### config.mk
export PLATFORM = sky130hd
export DESIGN_NAME = tc3_gf2_mul_sched
export DESIGN_NICKNAME = d
export VERILOG_FILES = /design/src/rtl/tc3_gf2_pkg.sv /design/src/rtl/gf2_serial_mac_step.sv /design/src/rtl/tc3_gf2_mul_sched.sv
export SDC_FILE = /design/constraint.sdc
export NUM_CORES = 2
export LEC_CHECK = 0
export CAP_MARGIN = 5
export CORE_MARGIN = 10
export CORE_UTILIZATION = 56
export DETAILED_ROUTE_END_ITERATION = 12
export PLACE_DENSITY = 0.81
export SYNTH_ARGS = -nofsm -noshare
export SYNTH_HDL_FRONTEND = slang
export SYNTH_SLANG_ARGS = --single-unit
### constraint.sdc
create_clock -name clk -period 6.93 [get_ports clk]
set_input_delay 1.386 -clock clk [delete_from_list [all_inputs] [get_ports clk]]
set_output_delay 1.386 -clock clk [all_outputs]
set_load 0.05 [all_outputs]
### src/rtl/tc3_gf2_pkg.sv
// Shared constants, limb offsets and FSM encoding for the 3-way split GF(2) multiplier.
// Latency: n/a (package only).
// Backpressure: n/a (package only).
package tc3_gf2_pkg;

  // Operand width, per-limb step count and product width.
  localparam int N     = 233;
  localparam int K     = 78;
  localparam int CW    = 2 * N;
  localparam int NPROD = 9;

  // Counter widths: phase index 0..8, bit index 0..K-1.
  localparam int PW = 4;
  localparam int KW = 7;

  // Shift amounts are at most OFF2 + OFF2 + K - 1 = 387, so 9 bits suffice.
  localparam int SW = 9;

  // Bit position of each limb inside the 233-bit operand.
  localparam int OFF0 = 0;
  localparam int OFF1 = 78;
  localparam int OFF2 = 155;

  typedef enum logic [1:0] {
    IDLE = 2'd0,
    MUL  = 2'd1,
    DONE = 2'd2
  } state_t;

  // Bit offset of limb idx; idx 3 never occurs and maps to the top limb.
  function automatic logic [SW-1:0] limb_off(input logic [1:0] idx);
    logic [SW-1:0] off;
    case (idx)
      2'd0:    off = SW'(OFF0);
      2'd1:    off = SW'(OFF1);
      default: off = SW'(OFF2);
    endcase
    return off;
  endfunction

  // Extract limb idx as a K-bit value. The middle limb is only 77 bits
  // wide (bits 154:78), so its MSB is forced to zero.
  function automatic logic [K-1:0] limb_sel(input logic [N-1:0] x, input logic [1:0] idx);
    logic [K-1:0] l;
    case (idx)
      2'd0:    l = x[OFF1-1:OFF0];
      2'd1:    l = {1'b0, x[OFF2-1:OFF1]};
      default: l = x[N-1:OFF2];
    endcase
    return l;
  endfunction

endpackage

### src/rtl/gf2_serial_mac_step.sv
// One bit-serial shift-and-XOR step of a limb sub-product ai*bj into the accumulator.
// Latency: purely combinational, zero cycles.
// Backpressure: none; the caller decides when the result is registered.
//
// Ports:
//   acc_i : current accumulator (CW bits)
//   a_i   : latched multiplicand, b_i : latched multiplier (N bits each)
//   p_i   : sub-product index 0..8, i = p/3 selects the a limb, j = p%3 the b limb
//   k_i   : bit index inside the a limb, 0..K-1
//   acc_o : accumulator after conditionally XORing bj << (OFF[i]+OFF[j]+k)
module gf2_serial_mac_step
  import tc3_gf2_pkg::*;
(
  input  logic [CW-1:0] acc_i,
  input  logic [N-1:0]  a_i,
  input  logic [N-1:0]  b_i,
  input  logic [PW-1:0] p_i,
  input  logic [KW-1:0] k_i,
  output logic [CW-1:0] acc_o
);

  logic [1:0]    i_sel;
  logic [1:0]    j_sel;
  logic [K-1:0]  a_limb;
  logic [K-1:0]  b_limb;
  logic          a_bit;
  logic [SW-1:0] shamt;
  logic [CW-1:0] term;

  // p -> (p/3, p%3) as a table; avoids a divider for a 4-bit index.
  always_comb begin
    i_sel = 2'd0;
    j_sel = 2'd0;
    case (p_i)
      4'd0: begin i_sel = 2'd0; j_sel = 2'd0; end
      4'd1: begin i_sel = 2'd0; j_sel = 2'd1; end
      4'd2: begin i_sel = 2'd0; j_sel = 2'd2; end
      4'd3: begin i_sel = 2'd1; j_sel = 2'd0; end
      4'd4: begin i_sel = 2'd1; j_sel = 2'd1; end
      4'd5: begin i_sel = 2'd1; j_sel = 2'd2; end
      4'd6: begin i_sel = 2'd2; j_sel = 2'd0; end
      4'd7: begin i_sel = 2'd2; j_sel = 2'd1; end
      4'd8: begin i_sel = 2'd2; j_sel = 2'd2; end
      default: begin i_sel = 2'd0; j_sel = 2'd0; end
    endcase
  end

  always_comb begin
    a_limb = limb_sel(a_i, i_sel);
    b_limb = limb_sel(b_i, j_sel);
    a_bit  = a_limb[k_i];
    shamt  = limb_off(i_sel) + limb_off(j_sel) + SW'(k_i);
    // Highest set bit reachable is 387 + 77 = 464, so nothing is shifted out.
    term   = {{(CW-K){1'b0}}, b_limb} << shamt;
    acc_o  = a_bit ? (acc_i ^ term) : acc_i;
  end

endmodule

### src/rtl/tc3_gf2_mul_sched.sv
// Scheduler sharing one bit-serial GF(2) MAC across all nine limb sub-products of a 233x233 carry-less multiply.
// Latency: accept at cycle T -> out_valid at T+703 (9*78 MUL cycles, fixed, no zero skipping).
// Backpressure: in_ready only in IDLE; c/out_valid hold in DONE until out_ready; one product per >= 704 cycles.
//
// Ports:
//   clk, rst          : clock, synchronous active-high reset
//   in_valid/in_ready : operand handshake for a, b (N bits each)
//   out_valid/out_ready : result handshake for c (CW bits, bit 465 always 0)
//   busy              : high in MUL and DONE
//   phase             : sub-product index being processed, 0 outside MUL
module tc3_gf2_mul_sched
  import tc3_gf2_pkg::*;
(
  input  logic          clk,
  input  logic          rst,
  input  logic          in_valid,
  output logic          in_ready,
  input  logic [N-1:0]  a,
  input  logic [N-1:0]  b,
  output logic          out_valid,
  input  logic          out_ready,
  output logic [CW-1:0] c,
  output logic          busy,
  output logic [PW-1:0] phase
);

  state_t        state_q, state_d;
  logic [PW-1:0] p_q, p_d;
  logic [KW-1:0] k_q, k_d;
  logic [N-1:0]  a_q, a_d;
  logic [N-1:0]  b_q, b_d;
  logic [CW-1:0] acc_q, acc_d;
  logic [CW-1:0] c_q, c_d;
  logic [CW-1:0] acc_step;

  gf2_serial_mac_step u_mac (
    .acc_i (acc_q),
    .a_i   (a_q),
    .b_i   (b_q),
    .p_i   (p_q),
    .k_i   (k_q),
    .acc_o (acc_step)
  );

  always_comb begin
    state_d   = state_q;
    p_d       = p_q;
    k_d       = k_q;
    a_d       = a_q;
    b_d       = b_q;
    acc_d     = acc_q;
    c_d       = c_q;
    in_ready  = 1'b0;
    out_valid = 1'b0;
    busy      = 1'b1;
    phase     = '0;

    case (state_q)
      IDLE: begin
        in_ready = 1'b1;
        busy     = 1'b0;
        if (in_valid) begin
          a_d     = a;
          b_d     = b;
          acc_d   = '0;
          p_d     = '0;
          k_d     = '0;
          state_d = MUL;
        end
      end

      MUL: begin
        phase = p_q;
        acc_d = acc_step;
        if (k_q == KW'(K-1)) begin
          k_d = '0;
          if (p_q == PW'(NPROD-1)) begin
            // The final step's contribution is folded in here, so c is the
            // complete product the moment out_valid rises.
            p_d     = '0;
            c_d     = acc_step;
            state_d = DONE;
          end else begin
            p_d = p_q + PW'(1);
          end
        end else begin
          k_d = k_q + KW'(1);
        end
      end

      DONE: begin
        out_valid = 1'b1;
        if (out_ready) begin
          state_d = IDLE;
        end
      end

      default: begin
        state_d = IDLE;
      end
    endcase
  end

  assign c = c_q;

  always_ff @(posedge clk) begin
    if (rst) begin
      state_q <= IDLE;
      p_q     <= '0;
      k_q     <= '0;
      a_q     <= '0;
      b_q     <= '0;
      acc_q   <= '0;
      c_q     <= '0;
    end else begin
      state_q <= state_d;
      p_q     <= p_d;
      k_q     <= k_d;
      a_q     <= a_d;
      b_q     <= b_d;
      acc_q   <= acc_d;
      c_q     <= c_d;
    end
  end

endmodule
Word-level counts from Yosys, hierarchy flattened
Memory sizes are Yosys's and may differ from the RTL's. A register that Yosys moved wholly into a read port is not among the register bits.
Index checks and enable logic that the tools add are counted.
W data, S select, Z words.
{ "word_totals": {"regBits": 1411, "latch_bits": 0, "ramBits": 0, "romBits": 64, "in_bits": 470, "out_inout_bits": 473, "wordCells": 61, "memories": 1} }
{ "op_classes": {"addsub": 4, "n_mul": 0, "div": 0, "n_lt_le_gt_ge": 1, "n_eq_ne": 10, "shifts": 1, "n_mux": 27, "bitwise_logic": 1, "reduce_logical": 9} }
{ "mem_list": {"columns": ["name", "depth", "width", "rd", "rd_clocked_by_memory_dff", "write_ports", "line_no", "text"], "rows": [
  ["(name not given)", 16, 4, 1, 1, 0, "gf2_serial_mac_step.sv:34", "case (p_i)"]
]} }
{ "ops": {"columns": ["operator", "count"], "rows": [
  ["$mux W466", 2],
  ["$pmux W466 S2", 1],
  ["$shl A78 B9 Y466", 1],
  ["$xor A466 B466 Y466", 1],
  ["$pmux W78 S2", 2],
  ["$pmux W8 S2", 2],
  ["$mux W4", 6],
  ["$mux W7", 2],
  ["$pmux W7 S2", 1],
  ["$add A8 B8 Y9", 1],
  ["$add A9 B7 Y9", 1],
  ["$lt A7 B8 Y1 const B", 1],
  ["$mux W2", 4],
  ["$ne A2 B2 Y1 const B", 4],
  ["$pmux W4 S2", 1],
  ["$add A7 B1 Y7 const B", 1],
  ["$bmux W1 S7", 1],
  ["$eq A7 B7 Y1 const B", 1],
  ["$eq A2 B1 Y1 const B", 3],
  ["$logic_not A2 Y1", 3],
  ["$pmux W2 S3", 1],
  ["$reduce_and A3 Y1", 2],
  ["$add A4 B1 Y4 const B", 1],
  ["$eq A4 B4 Y1 const B", 1],
  ["other kinds (5)", 9]
]} }

Logic depth before layout (Yosys ltp)
{ "depth": {"depth_word": 8, "depth_mapped": 23, "depth_no_buf": 16} }

By module
Synthesis repeated with hierarchy kept, for this count alone.
{ "unflattened": {"cells_unflattened": 9593, "hier_area_um2": 71581.2} }
{ "modules_own_cells": {"columns": ["mod", "instances", "cells_each", "area_each_um2", "seq_area_each_um2"], "rows": [
  ["tc3_gf2_mul_sched", 1, 6206, 48923.2, 28247.1],
  ["gf2_serial_mac_step", 1, 3387, 22658.0, 0.0]
]} }

Worst setup path before layout
No wires, ideal clock.
{ "synth_timing": {"path_kind": "register to register", "startpoint": "register, netlist name u_mac.i_sel[0]", "endpoint": "register c_q[465], in the netlist c[465]", "setup_ns": 0.086, "arrival_ns": 5.683, "required_time_ns": 6.844, "setup_slack_ns": 1.161, "stages_incl_launch_ff": 22, "path_buffers": 7, "synth_period_minus_slack_ns": 5.769, "cell_sequence": "dfxtp_1 > buf_4 > buf_6 > buf_6 > buf_4 > buf_2 > or2_2 > fa_1 > ha_1 > inv_1 > fa_1 > xor2_1 > buf_4 > nand2_1 > clkbuf_1 > o22ai_1 > or2_2 > mux4_2 > a222oi_1 > nand3_1 > xor2_1 > a211oi_1"} }
{ "synth_via": {"elab_chain_len": 7, "word_cells_on_any_way": 11, "classes_between": "add/sub (2); eq/ne (1); shift (1); mux (5); bitwise (1); reduce/logical (1)"} }
{ "synth_lines": {"columns": ["item", "line_no", "text"], "rows": [
  ["$eq A2 B1 Y1 / $logic_not A2 Y1 (equally long branches)", "tc3_gf2_pkg.sv:33, tc3_gf2_pkg.sv:45", null],
  ["$pmux W8 S2", "tc3_gf2_pkg.sv:33", "case (idx)"],
  ["$add A8 B8 Y9", "gf2_serial_mac_step.sv:52", "shamt = limb_off(i_sel) + limb_off(j_sel) + SW'(k_i);"],
  ["$add A9 B7 Y9", "gf2_serial_mac_step.sv:52", null],
  ["$shl A78 B9 Y466", "gf2_serial_mac_step.sv:54", "term = {{(CW-K){1'b0}}, b_limb} << shamt;"],
  ["$xor A466 B466 Y466", "gf2_serial_mac_step.sv:55", "acc_o = a_bit ? (acc_i ^ term) : acc_i;"],
  ["$mux W466 (*)", "gf2_serial_mac_step.sv:55", null],
  ["to (signal assigned)", "tc3_gf2_mul_sched.sv:114", "c_q <= '0;"],
  ["to (signal assigned)", "tc3_gf2_mul_sched.sv:122", "c_q <= c_d;"],
  ["to (decl)", "tc3_gf2_mul_sched.sv:33", "logic [CW-1:0] c_q, c_d;"]
]} }
Every way passes the cells marked *; elsewhere a longest branch is shown, timed or not. The select of a mux whose other input is x is not followed.
A chain may end at the register's enable or synchronous reset.

Worst setup path after layout
{ "layout_timing": {"startpoint": "register, netlist name u_mac.j_sel[1]", "endpoint": "register c_q[347], in the netlist c[347]"} }
{ "layout_via": {"elab_chain_len": 7, "word_cells_on_any_way": 9, "classes_between": "add/sub (2); eq/ne (1); shift (1); mux (3); bitwise (1); reduce/logical (1)"} }
{ "layout_lines": {"columns": ["item", "line_no"], "rows": [
  ["$eq A2 B1 Y1 / $logic_not A2 Y1 (equally long branches)", "tc3_gf2_pkg.sv:33, tc3_gf2_pkg.sv:45"],
  ["$pmux W8 S2", "tc3_gf2_pkg.sv:33"],
  ["$add A8 B8 Y9", "gf2_serial_mac_step.sv:52"],
  ["$add A9 B7 Y9", "gf2_serial_mac_step.sv:52"],
  ["$shl A78 B9 Y466 (*)", "gf2_serial_mac_step.sv:54"],
  ["$xor A466 B466 Y466 (*)", "gf2_serial_mac_step.sv:55"],
  ["$mux W466 (*)", "gf2_serial_mac_step.sv:55"]
]} }
Every way passes the cells marked *; elsewhere a longest branch is shown, timed or not.

==> impl_metrics.py <==
metrics = {
    "synthesis": {
        "synth_seq_cells": 1415,
        "synth_fp_nets": 9099,
        "yosys_warnings": 0,
        "async_reset_ff_share_pct": 0,
        "synth_seq_area_share_pct": 39.8,
        "synth_area_sq_um": 71200,
        "syn_avg_cell_area_sq_um": 8.28,
        "synthCells": 8605,
        "ys_types": 88,
        "synth-edff-count": 0,
        "ys.flop_type": "dfxtp_1",
    },
    "outcome": {
        "outcome": "finished clean",
    },
    "timing": {
        "fmax_mhz": 150,
        "timing.final.hold_violations": 0,
        "setup_viol": 0,
        "slew_viol_final": 0,
        "finalSetupTns_ps": 0,
        "grt_setup_unrepaired": "no",
        "min_period_ps": 6660,
        "worst_pin_slew_ps": 1280,
        "fin_skew_ps": 55.3,
        "fin_crit_sh_pct": 96.1,
        "relSlewSlack_pct": 14.4,
    },
    "clock_tree": {
        "clk_pin_slew_worst_paths_ps": 60,
        "cts_setup_buffers": 0,
        "postCtsHoldBufs": 0,
        "cts_buffers": 146,
        "cts_tree": "yes",
        "htreeDepth": 4,
        "clk-insertion-delay-late_ps": 830,
        "cts.sinks": 1415,
        "root_buffer": "clkbuf_16",
        "post_cts_resized": 0,
        "clk_path_buf_depth": 3,
    },
    "global_routing": {
        "grt_pass1_vias": 70400,
        "antenna_found_initial": 19,
        "grt_max_degree": 239,
        "grt_util_all_layers_pct": 43.2,
        "grt-ovfl-total": 0,
        "grt_pass1_wl_mm": 466,
    },
    "min_path": {
        "min_to": "b_q[14]$_SDFFE_PP0P_",
        "hold_path.class": "register to register",
        "min-delay-start": "b_q[14]$_SDFFE_PP0P_",
        "whs_path_depth": 2,
    },
    "setup_path": {
        "worst_ep_required_time_ps": 7650,
        "end_kind": "register",
        "reg2reg_depth": 16,
        "timing.rr.start": "u_mac.j_sel[1]$_DFF_P_",
        "critPathMaxFanout": 17,
        "critPathKind": "register to register",
        "startpoint_type": "register",
        "ff2ff_setup_slack_ps": 270,
        "cp_data_arrival_time_ps": 7380,
        "r2r_end": "c[347]$_SDFFE_PP0P_",
    },
    "floorplan": {
        "fp.dieH_um": 377,
        "core.rowCount": 130,
        "boundaryPins": 943,
        "die_area_sq_um": 142000,
        "start_util_pct": 56.5,
        "die_w_um": 377,
        "core-area_sq_um": 126000,
    },
    "placement": {
        "io_buffers": 942,
        "place_area_sq_um": 82500,
        "place.gp.congestion": 1.11,
        "hpwl_mm": 230,
    },
    "power_and_ir_drop": {
        "power.total_uw": 20900,
        "p_leak_uw": 0.0296,
        "ir_drop_v": 0.000267,
        "power_density_nw_per_um2": 238,
    },
    "routing": {
        "wire_per_inst_um": 29.4,
        "drt_iter0_markers": 11100,
        "drc": 0,
        "dr.pass1.iters": 10,
        "viasPerCell": 6.71,
        "drt_wl_total_mm": 323,
        "via_count": 73800,
        "drt.antenna.violating_nets": 0,
    },
    "final_layout": {
        "nets": 9702,
        "syn_to_final_growth_pct": 22.8,
        "final_layout_size_suffix_gt1_share_pct": 10.6,
        "design_area_sq_um": 87500,
    },
    "flow_run": {
        "cap_violations": 0,
    },
}
[where the power goes]
| group | switching (uW) | internal, uW | total (uW) |
|---|---|---|---|
| Sequential | 329 | 8550 | 8880 |
| Clock | 3470 | 4680 | 8150 |
| Combinational | 2500 | 1330 | 3830 |
[kinds of logic (layout without fill, tap and decap cells)]
group	after synthesis	after routing	synth area share [%]
mux	453	453	9.76
simple gates	2727	2727	16.0
fa+ha+maj	24	24	0.495
xor+xnor	455	455	5.59
flops	1415	1415	39.8
other cells	0	14	0
buf+inv	833	1553	4.69
compound gates	2698	2698	23.7
[registers in the layout, summed over array words and instances (netlist names)]
signal and count:
b_q 233, u_mac.j_sel 2, u_mac.i_sel 2, p_q 4, state_q 2, a_q 233, k_q 7, c 466
acc_q 466
[cells in the mapped netlist (71+ instances only)]
master | instances | share of area, %
dfxtp_1 | 1415 | 40
nand2_1 | 1409 | 7.4
nor2_1 | 825 | 4.3
a21oi_1 | 787 | 5.5
clkbuf_1 | 645 | 3.4
a211oi_1 | 462 | 4.9
a31oi_1 | 448 | 3.9
o21ai_0 | 379 | 2.7
xnor2_1 | 258 | 3.2
xor2_1 | 197 | 2.4
mux2_2 | 179 | 2.8
o22ai_1 | 176 | 1.5
mux4_2 | 174 | 5.5
nor3_1 | 98 | 0.69
o211ai_1 | 94 | 0.99
mux2i_1 | 88 | 1.2
nor4_1 | 73 | 0.64
o31ai_1 | 71 | 0.75
[critical path: stages (launching register included)]
cell and delay [ps]:
dfxtp_1 530, or2_2 440, fa_1 560, ha_1 190, inv_1 70, fa_4 570, xnor2_2 210, nand2_1 410
buf_4 320, o22ai_1 120, or2_2 350, mux4_2 730, mux2_2 390, mux2i_1 920, nand2_1 250, xor2_1 220
a211oi_1 260
[cell usage in the layout (no fill, tap or decap), types with 33 or more instances in the layout]
cell	instances
o31ai_1	71
a211oi_1	461
buf_4	250
o211ai_1	94
or2_2	53
nand4_1	34
o21ai_0	376
mux2_2	179
nor3_1	93
xor2_1	192
nand2_1	1404
clkbuf_16	150
xnor2_1	253
nand3_1	54
inv_1	59
o22ai_1	176
clkbuf_8	34
nor2_1	819
clkdlybuf4s50_1	941
clkbuf_1	36
nor4_1	72
nand2b_1	33
a21oi_1	786
mux2i_1	87
dfxtp_1	1412
or3_1	43
a31oi_1	448
mux4_2	174
[per-layer routing]
| metal | track usage (%) | vias up | routed length [um] |
|---|---|---|---|
| li1 | - | 32300 | - |
| met1 | 51.3 | 35300 | 117000 |
| met2 | 67.5 | 4999 | 143000 |
| met3 | 10.5 | 1178 | 33700 |
| met4 | 32.6 | 12 | 29600 |
| met5 | 0.0337 | - | 116 |
[worst max path at each step]
stage / from / endpoint / slack [ps]
after global placement: u_mac.j_sel[1]$_DFF_P_ / c[357]$_SDFFE_PP0P_ / 350
after detailed placement: u_mac.j_sel[1]$_DFF_P_ / c[347]$_SDFFE_PP0P_ / 620
final: u_mac.j_sel[1]$_DFF_P_ / c[347]$_SDFFE_PP0P_ / 270
after CTS: u_mac.j_sel[1]$_DFF_P_ / c[347]$_SDFFE_PP0P_ / 500
after global routing: u_mac.j_sel[1]$_DFF_P_ / c[347]$_SDFFE_PP0P_ / 290
after floorplan: u_mac.i_sel[0]$_SDFF_PP0_ / c[465]$_SDFFE_PP0P_ / 1160
[layout make-up]
| class | count | area [sq um] |
|---|---|---|
| Antenna cell | 14 | 35.0 |
| Clock inverter | 45 | 612 |
| Tap cell | 1650 | 2060 |
| Clock buffer | 220 | 4360 |
| Inverter | 64 | 245 |
| Sequential cell | 1415 | 28300 |
| Timing Repair Buffer | 1224 | 11900 |
| Fill cell | 8973 | 38600 |
| Multi-Input combinational cell | 6357 | 39900 |
[metrics by stage]
step | std cells | utilization [%] | setup slack, ps | hold WS, ps
after detailed placement | 10700 | 65.4 | 618 | 444
after global routing | 11000 | 69.4 | 295 | 470
after global placement | 10700 | 65.4 | 346 | 438
final | 11000 | 69.4 | 268 | 454
after CTS | 11000 | 69.4 | 504 | 454
after floorplan | 8605 | - | 1160 | 432
No activity file was read; power rests on OpenSTA's default activity.
